$ cat src/rtl/ps2_pkg.sv
// Shared PS/2 definitions for the host transmitter and the receiver:
// FSM states, default protocol timing, command bytes and the parity rule.
package ps2_pkg;

  typedef enum logic [2:0] {
    IDLE    = 3'd0,
    INHIBIT = 3'd1,
    START   = 3'd2,
    WAIT1   = 3'd3,
    SHIFT   = 3'd4,
    FINISH  = 3'd5
  } ps2_state_e;

  // Default timing, all in units of the shared 1 us strobe
  localparam int INHIBIT_US_DEF    = 100;
  localparam int START_US_DEF      = 20;
  localparam int START_TMO_US_DEF  = 15000;
  localparam int PACKET_TMO_US_DEF = 2000;
  localparam int TW_DEF            = 14;

  localparam logic [7:0] PS2_ACK      = 8'hFA;
  localparam logic [7:0] PS2_RESEND   = 8'hFE;
  localparam logic [7:0] PS2_SET_LEDS = 8'hED;
  localparam logic [7:0] PS2_ENABLE   = 8'hF4;

  // Odd parity: data plus parity always carries an odd number of ones
  function automatic logic odd_parity(input logic [7:0] d);
    return ~^d;
  endfunction

endpackage

$ cat src/rtl/ps2_line_sync.sv
// Two-flop synchronizer for one open-collector PS/2 line, with a
// one-cycle falling-edge pulse taken from the synchronized level.
module ps2_line_sync (
  input  logic clk6x,
  input  logic resetn,
  input  logic pin,
  output logic line_s,
  output logic line_fe
);

  logic meta_p0;
  logic sync_p1;
  logic prev_p2;

  // Reset to the released (high) level so no edge is reported out of reset
  always_ff @(posedge clk6x) begin
    if (!resetn) begin
      meta_p0 <= 1'b1;
      sync_p1 <= 1'b1;
      prev_p2 <= 1'b1;
    end else begin
      meta_p0 <= pin;
      sync_p1 <= meta_p0;
      prev_p2 <= sync_p1;
    end
  end

  assign line_s  = sync_p1;
  assign line_fe = prev_p2 & ~sync_p1;

endmodule

$ cat src/rtl/ps2_host_tx.sv
// PS/2 host-to-device transmitter: inhibits the bus, issues the start bit,
// shifts out data/parity/stop on device clock falls and checks the ack.
module ps2_host_tx
  import ps2_pkg::*;
#(
  parameter int INHIBIT_US    = INHIBIT_US_DEF,
  parameter int START_US      = START_US_DEF,
  parameter int START_TMO_US  = START_TMO_US_DEF,
  parameter int PACKET_TMO_US = PACKET_TMO_US_DEF,
  parameter int TW            = TW_DEF
) (
  input  logic       clk6x,
  input  logic       resetn,
  input  logic       ck1us,
  input  logic [7:0] tx_data,
  input  logic       tx_valid,
  output logic       tx_ready,
  input  logic       ps2clk_i,
  input  logic       ps2data_i,
  output logic       ps2clk_drvlow,
  output logic       ps2data_drvlow,
  output logic       busy,
  output logic       done,
  output logic       err_timeout,
  output logic       err_noack
);

  localparam logic [TW-1:0] INHIBIT_T    = TW'(INHIBIT_US);
  localparam logic [TW-1:0] START_T      = TW'(START_US);
  localparam logic [TW-1:0] START_TMO_T  = TW'(START_TMO_US);
  localparam logic [TW-1:0] PACKET_TMO_T = TW'(PACKET_TMO_US);

  ps2_state_e    state_q, state_d;
  logic [TW-1:0] timer_q;
  logic [3:0]    cnt_q, cnt_d;
  logic [8:0]    sh_q, sh_d;
  logic          clk_drv_q, clk_drv_d;
  logic          data_drv_q, data_drv_d;
  logic          err_to_q, err_to_d;
  logic          err_na_q, err_na_d;

  logic clk_s_unused;
  logic clk_fe;
  logic data_s;
  logic data_fe_unused;

  ps2_line_sync u_clk_sync (
    .clk6x   (clk6x),
    .resetn  (resetn),
    .pin     (ps2clk_i),
    .line_s  (clk_s_unused),
    .line_fe (clk_fe)
  );

  ps2_line_sync u_data_sync (
    .clk6x   (clk6x),
    .resetn  (resetn),
    .pin     (ps2data_i),
    .line_s  (data_s),
    .line_fe (data_fe_unused)
  );

  always_ff @(posedge clk6x) begin
    if (!resetn) begin
      state_q    <= IDLE;
      cnt_q      <= '0;
      clk_drv_q  <= 1'b0;
      data_drv_q <= 1'b0;
      err_to_q   <= 1'b0;
      err_na_q   <= 1'b0;
    end else begin
      state_q    <= state_d;
      cnt_q      <= cnt_d;
      clk_drv_q  <= clk_drv_d;
      data_drv_q <= data_drv_d;
      err_to_q   <= err_to_d;
      err_na_q   <= err_na_d;
    end
  end

  // Frame payload needs no reset: it is always loaded on accept
  always_ff @(posedge clk6x) begin
    sh_q <= sh_d;
  end

  // Microsecond timer restarts on every state change and saturates
  always_ff @(posedge clk6x) begin
    if (!resetn) begin
      timer_q <= '0;
    end else if (state_d != state_q) begin
      timer_q <= '0;
    end else if (ck1us && (timer_q != '1)) begin
      timer_q <= timer_q + 1'b1;
    end
  end

  always_comb begin
    state_d    = state_q;
    cnt_d      = cnt_q;
    sh_d       = sh_q;
    clk_drv_d  = clk_drv_q;
    data_drv_d = data_drv_q;
    err_to_d   = err_to_q;
    err_na_d   = err_na_q;
    unique case (state_q)
      IDLE: begin
        clk_drv_d  = 1'b0;
        data_drv_d = 1'b0;
        if (tx_valid) begin
          sh_d      = {odd_parity(tx_data), tx_data};
          cnt_d     = '0;
          err_to_d  = 1'b0;
          err_na_d  = 1'b0;
          clk_drv_d = 1'b1;
          state_d   = INHIBIT;
        end
      end
      INHIBIT: begin
        if (timer_q >= INHIBIT_T) begin
          data_drv_d = 1'b1;
          state_d    = START;
        end
      end
      START: begin
        // Releasing clock with data still low presents the start bit
        if (timer_q >= START_T) begin
          clk_drv_d = 1'b0;
          state_d   = WAIT1;
        end
      end
      WAIT1: begin
        if (clk_fe) begin
          data_drv_d = ~sh_q[0];
          sh_d       = sh_q >> 1;
          cnt_d      = 4'd1;
          state_d    = SHIFT;
        end else if (timer_q >= START_TMO_T) begin
          clk_drv_d  = 1'b0;
          data_drv_d = 1'b0;
          err_to_d   = 1'b1;
          state_d    = FINISH;
        end
      end
      SHIFT: begin
        // A falling edge takes priority over a coincident timeout
        if (clk_fe) begin
          cnt_d = cnt_q + 4'd1;
          if (cnt_q <= 4'd8) begin
            data_drv_d = ~sh_q[0];
            sh_d       = sh_q >> 1;
          end else if (cnt_q == 4'd9) begin
            data_drv_d = 1'b0;
          end else begin
            data_drv_d = 1'b0;
            err_na_d   = data_s;
            state_d    = FINISH;
          end
        end else if (timer_q >= PACKET_TMO_T) begin
          clk_drv_d  = 1'b0;
          data_drv_d = 1'b0;
          err_to_d   = 1'b1;
          state_d    = FINISH;
        end
      end
      FINISH: begin
        clk_drv_d  = 1'b0;
        data_drv_d = 1'b0;
        state_d    = IDLE;
      end
      default: begin
        clk_drv_d  = 1'b0;
        data_drv_d = 1'b0;
        state_d    = IDLE;
      end
    endcase
  end

  assign tx_ready       = resetn && (state_q == IDLE);
  assign busy           = (state_q != IDLE);
  assign done           = (state_q == FINISH);
  assign ps2clk_drvlow  = clk_drv_q;
  assign ps2data_drvlow = data_drv_q;
  assign err_timeout    = err_to_q;
  assign err_noack      = err_na_q;

endmodule

$ cat config.mk
export PLATFORM = sky130hd
export DESIGN_NAME = ps2_host_tx
export DESIGN_NICKNAME = d
export VERILOG_FILES = /design/src/rtl/ps2_pkg.sv /design/src/rtl/ps2_line_sync.sv /design/src/rtl/ps2_host_tx.sv
export SDC_FILE = /design/constraint.sdc
export NUM_CORES = 1
export LEC_CHECK = 0
export CORE_MARGIN = 4
export CORE_UTILIZATION = 60
export CTS_CLUSTER_SIZE = 14
export DETAILED_ROUTE_END_ITERATION = 10
export PLACE_DENSITY_LB_ADDON = 0.05
export SETUP_SLACK_MARGIN = 0.5
export SYNTH_ARGS = -nofsm -noshare
export SYNTH_HDL_FRONTEND = slang
export SYNTH_SLANG_ARGS = --single-unit
$ cat constraint.sdc
create_clock -name clk6x -period 4.9 [get_ports clk6x]
set_input_delay 0.735 -clock clk6x [delete_from_list [all_inputs] [get_ports clk6x]]
set_output_delay 0.735 -clock clk6x [all_outputs]
set_load 0.01 [all_outputs]
======== After elaboration in Yosys (flattened, before gate mapping) ========
Cells that the tools add are included.
storage, ports and cells
  flip-flop bits (word level) ............. 39
  logic and storage cells ................. 103
  output and inout port bits .............. 7
  input port bits ......................... 14
operators by class
  equality and inequality tests ........... 22
  reductions and logical operators ........ 14
  mux-type cells .......................... 41
  bitwise operators ....................... 6
  order comparisons ....................... 5
  add/subtract/negate cells ............... 2
operators with widths
  cell                                                                     count
  9-bit two-way mux                                                        4
  3-bit two-way mux                                                        9
  9-bit case mux with 3 select lines                                       1
  2-bit != test, second input constant                                     12
  1-bit two-way mux                                                        18
  3-bit case mux with 5 select lines                                       1
  14-bit by 1-bit adder with 14-bit output, second input constant          1
  14-bit by 11-bit >= comparator with 1-bit output, second input constant  1
  14-bit >= comparator, second input constant                              1
  14-bit by 5-bit >= comparator with 1-bit output, second input constant   1
  14-bit by 7-bit >= comparator with 1-bit output, second input constant   1
  14-bit != test, second input constant                                    1
  4-bit two-way mux                                                        3
  4-bit case mux with 3 select lines                                       1
  6-bit AND reduction                                                      2
  5-bit AND reduction                                                      2
  4-bit AND reduction                                                      2
  8-bit XNOR reduction                                                     1
  3-bit by 2-bit equality test with 1-bit output, second input constant    2
  3-bit equality test, second input constant                               2
  3-bit != test, second input constant                                     2
  3-bit nonzero test                                                       2
  1-bit NOT                                                                5
  1-bit case mux with 5 select lines                                       1
  13 further kinds                                                         14

======== Longest topological paths before layout ========
  depth in word-level cells ............... 7
  depth in mapped cells ................... 9
  mapped depth without buffers ............ 7

======== By module ========
Synthesis repeated with hierarchy kept, for this count alone.
second synthesis, totals
  cells, all modules ...................... 239
  area total of the unflattened synthesis .. 2,269.7 um2
by module, submodules not included
  module         seq. area each (um2)  area each (um2)  instances  cells each
  ps2_host_tx    770.7                 2,099.5          1          225
  ps2_line_sync  60.1                  85.1             2          7

======== Worst setup path before layout ========
No wires, ideal clock.
  path kind ............................... register to register
  start point ............................. reg state_q[2]
  end point ............................... reg sh_q[0], enable pin
  period minus slack after synthesis ...... 2.159 ns
  slack ................................... 2.741 ns
  setup time .............................. 0.381 ns
  buffers on the path ..................... 2
  data required time ...................... 4.519 ns
  arrival time ............................ 1.779 ns
  stages on the path, launching flop included .. 7
  cells stage by stage .................... dfxtp_1 buf_6 or3b_1 buf_2 o21ai_4 a22oi_2 a31oi_1
on the way
  word-level cells in the longest chain between the ends .. 3
  elaborated cells on any way between the ends .. 9
  those cells by class .................... 6 x eq/ne; 3 x reduce/logical
ends and longest elaborated chain
  item                                                                  line                text
  start: declaration                                                    ps2_host_tx.sv:33   ps2_state_e state_q, state_d;
  start signal: assignment                                              ps2_host_tx.sv:72   state_q <= state_d;
  3-bit equality test, or another cell as far along                     ps2_host_tx.sv:105  unique case (state_q)
  2-bit != test (no source line) or 3-bit nonzero test (tied branches)  -
  5-bit AND reduction (no source line) *                                -
  end signal: assignment                                                ps2_host_tx.sv:83   sh_q <= sh_d;
  end: declaration                                                      ps2_host_tx.sv:36   logic [8:0] sh_q, sh_d;
Every way passes the cells marked *; elsewhere a longest branch is shown, timed or not.
A chain may end at the register's enable or synchronous reset.

======== Worst setup path after layout ========
  start point ............................. in resetn
  end point ............................... out tx_ready
on the way
  word-level cells in the longest chain between the ends .. 1
ends and longest elaborated chain
  item                line                text
  start: declaration  ps2_host_tx.sv:13   input logic resetn,
  1-bit logical AND   ps2_host_tx.sv:178  assign tx_ready = resetn && (state_q == IDLE);
  end: declaration    ps2_host_tx.sv:17   output logic tx_ready,
Every way passes these cells.

==> results.toml <==
[setup_path]
reg2reg_depth = 4
reg2reg_to = "sh_q[5]"
critPathKind = "in2out"
reg2reg_slack_ns = 2.05
crit_start = "resetn"
cp-endpoint = "tx_ready"
worstPathMaxFanout = 10
cp.required_ns = 4.16
cp_data_arrival_time_ns = 2.47
critPathLaunchType = "input pin"
end_kind = "output port"
reg2reg_from = "state_q[2]"

[power]
ir_drop_mv = 0.228
cellPowerDensity_nw_per_um2 = 279
p_leak_nw = 0.883

[route]
wl_per_cell_microns = 15.0
initialDrtViolationCount = 162
postRouteAntennaNets = 0
avgViaCountPerCell = 6.05
drcViolationCount = 0
wirelength_mm = 4.68
firstDrtPassIters = 4
via_count = 1880

[sta]
tightest_slew_ns = 0.983
fin_skew_ns = 0.00878
rsz0062_at_grt = "no"
whs_ns = 0.411
final.setup.tns_ns = 0
finalHoldViolCount = 0
slew_headroom_pct = 34.2
fmax_mhz = 312
post-route-min-period_ns = 3.21
drv_slew = 0
setup_viol = 0
timing.final.crit_share_pct = 65.4

[global_route]
grt_pass1_vias = 1794
gr-total-overflow = 0
grt_pass1_wl_mm = 8.26
grtUsageTotal_pct = 20.1
grt_max_degree = 19
antenna_found_initial = 0

[clock_tree]
cts.repair.resized = 0
clk_latency_ns = 0.29
ctsHoldBuffers = 0
htree_levels = 2
cts_setup_buffers = 0
cts_buffer_depth = 2
numClockSinks = 39
cts_tree = "built"
cts_buffers = 5
clk_pin_slew_worst_paths_ns = 0.08
root_buffer = "clkbuf_8"

[layout]
drive_gt1_share_pct = 16.0
mostFrequentLayoutCells = "dfxtp_1, nor2_1, clkdlybuf4s50_1"
layout_commonest_cell = "dfxtp_1"
nNetsFinal = 281
antenna_cells = 0
fillerInstances = 304
syn_to_final_growth_pct = 11.6

[yosys]
syn_avg_cell_area_sq_um = 9.56
synth_seq_cells = 39
syn-num-nets = 267
ys.flop_type = "dfxtp_1"
ys_async_sr_fraction_pct = 0
yosysSeqAreaShare_pct = 36.7
yosys_warnings = 0
netlist_instances = 248
syn_area_sq_um = 2370
yosysUniqueCellTypes = 62
synth_edf_count = 9

[placed_design]
gp_congestion = 0.799
dpl.hpwl_mm = 3.38
portBuffers = 20

[status]
status = "complete, no violations"

[hold_path]
hold_path_class = "reg2reg"

[die]
die_h_microns = 70.8
die_area_sq_um = 5020
start_util_pct = 63.3
io_pins = 21
rows = 22
fp.dieW_microns = 70.8
core_sq_um = 3740

[job]
maxCapViolations = 0
[cells in the mapped netlist (2+ instances only)]
library cell / instances / share of area, %
nor2b_1: 4 / 1.1
nor2_1: 20 / 3.2
nand4_1: 10 / 2.6
clkbuf_8: 2 / 1.2
xnor2_1: 8 / 3.0
buf_4: 2 / 0.63
a221oi_2: 2 / 1.3
ha_1: 5 / 2.6
mux2i_1: 3 / 1.3
clkbuf_1: 3 / 0.48
o21ai_0: 14 / 3.0
dfxtp_1: 30 / 25
nand3_1: 11 / 2.3
xor2_1: 6 / 2.2
inv_1: 10 / 1.6
and3_1: 4 / 1.1
a211oi_2: 2 / 1.1
edfxtp_1: 9 / 11
nor3_1: 3 / 0.63
a21oi_2: 9 / 3.3
nor3b_1: 2 / 0.63
o21a_1: 3 / 0.95
nand2b_1: 8 / 2.1
mux2_2: 8 / 3.8
and3_2: 2 / 0.63
nand2_1: 9 / 1.4
o22ai_1: 2 / 0.53
o211ai_1: 3 / 0.95
a21oi_1: 14 / 3.0
a211oi_1: 3 / 0.95
a31oi_1: 4 / 1.1
buf_6: 3 / 1.4
[cell families after synthesis]
group / share of synthesized area, %
flops: 36.7
fa+ha+maj: 2.64
buf+inv: 6.70
xor+xnor: 5.17
simple gates: 20.6
compound gates: 23.0
mux: 5.07
[power breakdown]
part,total (mW),leakage [nW],internal [mW],switching (mW)
sequential,0.347,0.330,0.341,0.00578
clock,0.314,0.0654,0.203,0.110
combinational,0.0785,0.488,0.0367,0.0418
[sequential cells by signal, summed over array words and instances (netlist names)]
register,count
cnt_q,4
timer_q,14
u_data_sync.meta_p0,1
err_noack,1
state_q,3
u_clk_sync.prev_p2,1
u_clk_sync.line_s,1
ps2clk_drvlow,1
u_data_sync.line_s,1
err_timeout,1
u_clk_sync.meta_p0,1
sh_q,9
ps2data_drvlow,1
[critical path, cell delays in order]
cell             delay [ns]
clkdlybuf4s50_1        0.65
clkinv_1               0.36
nor2_1                 0.18
clkdlybuf4s50_1        0.54
[routing by layer]
metal	share of wire, %	GRT usage, %	vias to the layer above
li1	-	-	945
met1	45	26.2	876
met2	49	33.4	51
met3	4.4	5.26	8
met4	1.2	5.01	0
met5	0	0	-
[how the worst min path moves through the flow]
| stage | start | slack, ns | depth (start not counted) | to |
|---|---|---|---|---|
| floorplan | u_clk_sync.meta_p0 | 0.39 | 1 | u_clk_sync.line_s |
| global placement | u_clk_sync.meta_p0 | 0.39 | 1 | u_clk_sync.line_s |
| detailed placement | u_clk_sync.meta_p0 | 0.40 | 1 | u_clk_sync.line_s |
| CTS | u_clk_sync.meta_p0 | 0.41 | 1 | u_clk_sync.line_s |
| global route | u_clk_sync.meta_p0 | 0.42 | 1 | u_clk_sync.line_s |
| finish | u_clk_sync.meta_p0 | 0.41 | 1 | u_clk_sync.line_s |
[area by class of cell]
| type | count | area (sq um) | area share, % |
|---|---|---|---|
| sequential | 39 | 871 | 32.9 |
| clock inverter | 2 | 60.1 | 2.27 |
| clock buffer | 6 | 72.6 | 2.74 |
| inverter | 11 | 41.3 | 1.56 |
| tap | 48 | 60.1 | 2.27 |
| multi-input combinational | 185 | 1340 | 50.7 |
| timing repair buffer | 20 | 200 | 7.57 |
[metrics by stage]
step | instances | instance area, sq um | setup WS, ns | total power, mW | utilization [%]
after floorplan | 248 | 2370 | 2.74 | 0.411 | -
after global placement | 303 | 2510 | 1.71 | 0.431 | 67.1
after detailed placement | 303 | 2510 | 1.70 | 0.433 | 67.1
after CTS | 311 | 2650 | 1.68 | 0.747 | 70.7
after global routing | 311 | 2650 | 1.59 | 0.769 | 70.7
final | 311 | 2650 | 1.69 | 0.739 | 70.7
(Power assumes the default switching activity.)
